==> src/rtl/key_scheduler.sv <==
// rtl/key_scheduler.sv - AES-256 key expansion and round-key register file
// Expands a 256-bit key one round key per cycle and serves keys by round index.
module key_scheduler (
  input  logic         clk,
  input  logic         rst,
  input  logic         key_load,
  input  logic [255:0] key_in,
  input  logic [3:0]   round_idx,
  input  logic         encryption_flag,
  output logic [127:0] round_key,
  output logic         key_busy,
  output logic         key_valid
);

  typedef enum logic [1:0] {IDLE = 2'd0, EXPAND = 2'd1, DONE = 2'd2} state_t;

  localparam logic [2047:0] SBOX = {
    128'h637c777bf26b6fc53001672bfed7ab76, 128'hca82c97dfa5947f0add4a2af9ca472c0,
    128'hb7fd9326363ff7cc34a5e5f171d83115, 128'h04c723c31896059a071280e2eb27b275,
    128'h09832c1a1b6e5aa0523bd6b329e32f84, 128'h53d100ed20fcb15b6acbbe394a4c58cf,
    128'hd0efaafb434d338545f9027f503c9fa8, 128'h51a3408f929d38f5bcb6da2110fff3d2,
    128'hcd0c13ec5f974417c4a77e3d645d1973, 128'h60814fdc222a908846eeb814de5e0bdb,
    128'he0323a0a4906245cc2d3ac629195e479, 128'he7c8376d8dd54ea96c56f4ea657aae08,
    128'hba78252e1ca6b4c6e8dd741f4bbd8b8a, 128'h703eb5664803f60e613557b986c11d9e,
    128'he1f8981169d98e949b1e87e9ce5528df, 128'h8ca1890dbfe6426841992d0fb054bb16
  };

  function automatic logic [7:0] sbox(input logic [7:0] x);
    sbox = SBOX[2047 - 8 * int'(x) -: 8];
  endfunction

  function automatic logic [31:0] sub_word(input logic [31:0] w);
    sub_word = {sbox(w[31:24]), sbox(w[23:16]), sbox(w[15:8]), sbox(w[7:0])};
  endfunction

  state_t         state_q, state_d;
  logic [3:0]     gen_idx_q, gen_idx_d;
  logic [127:0]   rk_q [15];
  // Sliding 8-word window, oldest word in the top bits.
  logic [255:0]   win_q;
  logic           load_go, step_go;
  logic [31:0]    last_w, sub_in, sub_w, temp_w;
  logic [31:0]    n0, n1, n2, n3;
  logic [7:0]     rcon;
  logic [127:0]   new_rk;
  logic [3:0]     sel;

  always_comb begin
    last_w = win_q[31:0];
    sub_in = gen_idx_q[0] ? last_w : {last_w[23:0], last_w[31:24]};
    sub_w  = sub_word(sub_in);
    rcon   = 8'h01 << (gen_idx_q[3:1] - 3'd1);
    temp_w = gen_idx_q[0] ? sub_w : (sub_w ^ {rcon, 24'h0});
    n0     = win_q[255:224] ^ temp_w;
    n1     = win_q[223:192] ^ n0;
    n2     = win_q[191:160] ^ n1;
    n3     = win_q[159:128] ^ n2;
    new_rk = {n0, n1, n2, n3};
  end

  always_comb begin
    state_d   = state_q;
    gen_idx_d = gen_idx_q;
    load_go   = 1'b0;
    step_go   = 1'b0;
    key_busy  = 1'b0;
    key_valid = 1'b0;
    case (state_q)
      IDLE, DONE: begin
        key_valid = (state_q == DONE);
        if (key_load) begin
          load_go   = 1'b1;
          gen_idx_d = 4'd2;
          state_d   = EXPAND;
        end
      end
      EXPAND: begin
        key_busy  = 1'b1;
        step_go   = 1'b1;
        gen_idx_d = gen_idx_q + 4'd1;
        if (gen_idx_q == 4'd14) state_d = DONE;
      end
      default: state_d = IDLE;
    endcase
  end

  always_ff @(posedge clk) begin
    if (rst) begin
      state_q   <= IDLE;
      gen_idx_q <= 4'd0;
      win_q     <= '0;
      for (int i = 0; i < 15; i++) rk_q[i] <= '0;
    end else begin
      state_q   <= state_d;
      gen_idx_q <= gen_idx_d;
      if (load_go) begin
        rk_q[0] <= key_in[255:128];
        rk_q[1] <= key_in[127:0];
        win_q   <= key_in;
      end else if (step_go) begin
        rk_q[gen_idx_q] <= new_rk;
        win_q           <= {win_q[127:0], new_rk};
      end
    end
  end

  // Decrypt walks the schedule backwards; index 15 is a reserved zero key.
  always_comb begin
    round_key = '0;
    sel       = encryption_flag ? round_idx : (4'd14 - round_idx);
    if (round_idx != 4'd15) round_key = rk_q[sel];
  end

endmodule

==> config.mk <==
export PLATFORM = sky130hd
export DESIGN_NAME = key_scheduler
export DESIGN_NICKNAME = d
export VERILOG_FILES = /design/src/rtl/key_scheduler.sv
export SDC_FILE = /design/constraint.sdc
export NUM_CORES = 2
export LEC_CHECK = 0
export ABC_AREA = 1
export BUFFER_PORTS_ARGS = -buffer_cell sky130_fd_sc_hd__buf_2
export CORE_MARGIN = 2
export CORE_UTILIZATION = 30
export CTS_CLUSTER_SIZE = 25
export DETAILED_ROUTE_END_ITERATION = 10
export GPL_TIMING_DRIVEN = 0
export PLACE_DENSITY = 0.52
export SYNTH_ARGS = -nofsm -noshare
export SYNTH_HDL_FRONTEND = slang
export SYNTH_SLANG_ARGS = --single-unit
==> constraint.sdc <==
create_clock -name clk -period 12.3 [get_ports clk]
set_clock_uncertainty 0.15 [all_clocks]
set_input_delay 0.615 -clock clk [delete_from_list [all_inputs] [get_ports clk]]
set_output_delay 0.615 -clock clk [all_outputs]
set_load 0.02 [all_outputs]
==> key figures <==
Worst setup path
  – CP dominant cell by count: clkbuf_1
  – Setup Crit Path Kind: in -> out
  – Crit Path Max Fanout: 10
  – Required time of the critical path: 11.53 ns
  – Startpoint types: input pin
  – Crit path DAT: 6.91 ns
  – Setup crit end kind: primary output
  – CP cell instances: buf_2, ha_1, o21ai_1, inv_1, clkbuf_1, clkbuf_1, clkbuf_1, clkbuf_1, nor2_1, o31ai_1, o22ai_1, a211oi_1, buf_2
  – Slowest CP cell: a211oi_1
  – Crit path largest cell delay: 1.30 ns

Cells and area
  – Filler cells: 40300
  – Final net count: 14100
  – Finished Layout Cells: 19300
  – Layout cells sized above 1: 10.8%
  – Post-route cell area: 138000 sq um
  – Area Overhead vs Synth: 17.6%

Clock tree
  – Clock latency on the worst-skew pair: 0.96 ns
  – Post-CTS setup buffers: 0
  – Htree depth: 4
  – TritonCTS buffer count: 248
  – Clock root cell: clkbuf_16
  – Clk sink count: 2310
  – CTS tree: yes
  – CTS clk-pin slew, worst paths: 0.07 ns
  – Worst-case clock buffer depth: 4

Timing
  – Relative slew slack: -18.1%
  – Final setup vio count: 0
  – RSZ-0062 raised after global routing: no
  – Final worst setup slack: 4.62 ns
  – Worst-Margin Slew: 1.77 ns
  – Hold violation count in the final report: 0
  – Final min period: 7.68 ns
  – Crit share post-route: 62.4%
  – Max Slew Vio Count: 289
  – Fmax: 130 MHz

Power
  – Clock power frac: 27.7%
  – Internal: 15.3 mW
  – Peak supply drop: 0.161 mV
  – Comb pwr share: 38.6%
  – P_leak: 52.7 nW
  – Switching Fraction: 45.0%
  – Power Dens Cells: 202 nW/um^2
  – Share of total power in sequential cells: 33.8%
  – Tot Pwr: 27.9 mW
  – Psw: 12.6 mW

Place
  – Placed Cells: 18500
  – Port-buffer cells: 393
  – Post-DP HPWL: 586000 um
  – GP Congestion: 1.04
  – Setup WS pre-CTS: 5.14 ns
  – Placed inst area: 128000 sq um

Global routing
  – Largest net degree at the start of global routing: 58
  – Antenna violations before repair: 106
  – First-pass GRT wire length: 998000 um
  – Vias in the first global route: 103000
  – Total GRT Usage: 37.8%
  – Final global-route overflow total: 0

Logic synthesis
  – Count of cell types in the netlist: 44
  – Count leader, synth: nor2_1
  – Async set-reset flop share out of synthesis: 0%
  – Top cell type's share of synthesized area: 52.4%
  – Net count after synthesis: 13200
  – Mean Syn Cell Area: 9.13 sq um
  – Post-Syn Instances: 12900
  – Ys flop type: edfxtp_1
  – Synth area leaders: edfxtp_1 (52%), nor2_1 (8.2%), nand2_1 (6.5%)
  – Share of the yosys chip area belonging to registers: 56.9%
  – Post-synth EDFFs: 2048
  – Mapped Area: 117000 sq um
  – Synth area leader: edfxtp_1
  – Yosys reg bits: 2310
  – Synth Warn #: 0
  – Commonest cells post-synth: nor2_1 (2567), edfxtp_1 (2048), nand2_1 (2024), nand3_1 (1421), o21ai_0 (770)

Detailed routing
  – DR top layer: met5
  – DR pass1 iterations: 7
  – Post-DR vias/cell: 6.05
  – Met3 WL post-DR: 109000 um
  – DRC violations left: 0
  – WL met1: 276000 um
  – Final ANT Viol Nets: 0
  – DR iter-0 viols: 21900
  – Met2 WL: 318000 um
  – Final wirelength: 782000 um
  – Vias: 116000
  – DR WL/cell: 40.6 um

Floorplan
  – Die span in x: 630 um
  – Die Area: 396000 sq um
  – Initial Util: 30.1%
  – # IOs: 394
  – Total core area: 389000 sq um
  – Chip Height: 630 um
  – Site row count: 229

Run status
  – Failing checks: capacitance limit, slew limit
  – Outcome: complete, but fails checks

Worst hold path
  – Worst min path class: in -> reg

Flow run
  – Maximum Capacitance Violations: 40
==> state kept, by name, summed over array words and instances (netlist names) <==
| register | flops |
|---|---|
| win_q | 256 |
| state_q | 2 |
| rk_q | 2048 |
| gen_idx_q | 4 |
==> cell usage in the layout, fill, tap and decap left out, types with 13 or more instances in the layout <==
| cell | netlist | final |
|---|---|---|
| mux2_2 | 111 | 111 |
| inv_1 | 652 | 652 |
| buf_1 | 111 | 89 |
| o211ai_1 | 572 | 572 |
| nand3_1 | 1421 | 1421 |
| o31ai_1 | 21 | 21 |
| ha_1 | 59 | 59 |
| clkbuf_1 | 717 | 684 |
| o22ai_1 | 126 | 126 |
| nand2_2 | 146 | 146 |
| a21oi_1 | 349 | 349 |
| nand3b_1 | 20 | 20 |
| buf_16 | 0 | 40 |
| a221oi_1 | 27 | 27 |
| dfxtp_1 | 262 | 262 |
| mux2i_1 | 281 | 281 |
| inv_2 | 24 | 24 |
| buf_4 | 59 | 63 |
| nor3_1 | 40 | 38 |
| clkinv_2 | 0 | 40 |
| diode_2 | 0 | 69 |
| a31oi_1 | 168 | 168 |
| nand2_1 | 2024 | 2009 |
| clkbuf_8 | 0 | 19 |
| buf_2 | 138 | 552 |
| a211oi_1 | 26 | 23 |
| clkinv_1 | 6 | 50 |
| edfxtp_1 | 2048 | 2048 |
| o21ai_2 | 16 | 18 |
| bufinv_16 | 0 | 18 |
| nor2_1 | 2567 | 2567 |
| clkbuf_2 | 0 | 86 |
| clkbuf_16 | 0 | 252 |
| o21ai_1 | 13 | 13 |
| nand2_4 | 0 | 15 |
| buf_6 | 28 | 40 |
| buf_12 | 0 | 19 |
| o21ai_0 | 770 | 768 |
| dlygate4sd3_1 | 0 | 209 |
==> area by class of cell <==
type,count,area [sq um],share of cell area [%]
flip-flops and latches,2310,66700,48.3
multi-input cells,8817,43600,31.6
clock buffers,323,6760,4.90
well taps,5197,6500,4.71
repair buffers,686,5840,4.23
plain buffers,1055,4720,3.42
inverters,682,2560,1.85
clock inverters,123,1130,0.816
diodes,69,173,0.125
==> kinds of logic after synthesis <==
logic type / share of synthesized area [%]
simple gates: 21.9
flops: 56.9
compound gates: 10.9
buf+inv: 6.09
mux: 3.46
fa+ha+maj: 0.629
xor+xnor: 0.0746
==> metrics by stage <==
step | setup TNS, ns | util [%] | hold WS (ns)
after detailed placement | 0 | 32.8 | 0.322
after floorplan | 0 | - | 0.305
final | 0 | 35.5 | 0.0176
after global placement | -1296.98 | 32.3 | 0.323
after global routing | 0 | 35.4 | 0.0146
after CTS | 0 | 35.4 | 0.00751
==> what timing repair did <==
action / CTS / global route
hold buffers: 209 / 0
resized for setup: 0 / 0
hold endpoints to repair: 362 / 0
==> power groups by stage <==
stage	clock, mW	sequential (mW)	combinational, mW
finish	7.71	9.41	10.8
global route	7.87	9.42	10.7
CTS	7.59	9.38	10.1
detailed placement	0	9.54	9.98
global placement	0	9.64	9.97
floorplan	0	9.40	4.85
==> path summary, 6_finish.rpt <==
kind / slack [ns] / cells past startpoint / from / end
max: 4.62 / 13 / round_idx[1] / round_key[15]
min: 0.02 / 3 / key_in[142] / win_q[142]
max reg2reg: 5.24 / 24 / gen_idx_q[0] / rk_q[4][22]
min reg2reg: 0.34 / 2 / win_q[44] / win_q[44]
==> worst max-delay path: cells and delay by family <==
| family | cells | cell delay, ns |
|---|---|---|
| simple gates | 1 | 0.08 |
| fa+ha+maj | 1 | 0.27 |
| compound gates | 4 | 2.10 |
| buf+inv | 7 | 3.79 |
==> metal layers <==
layer	global-route usage (%)	up-vias
li1	-	46400
met1	45.9	57400
met2	53.6	10300
met3	13.3	2293
met4	31.7	52
met5	0.0242	-
No activity file was read; power rests on OpenSTA's default activity.
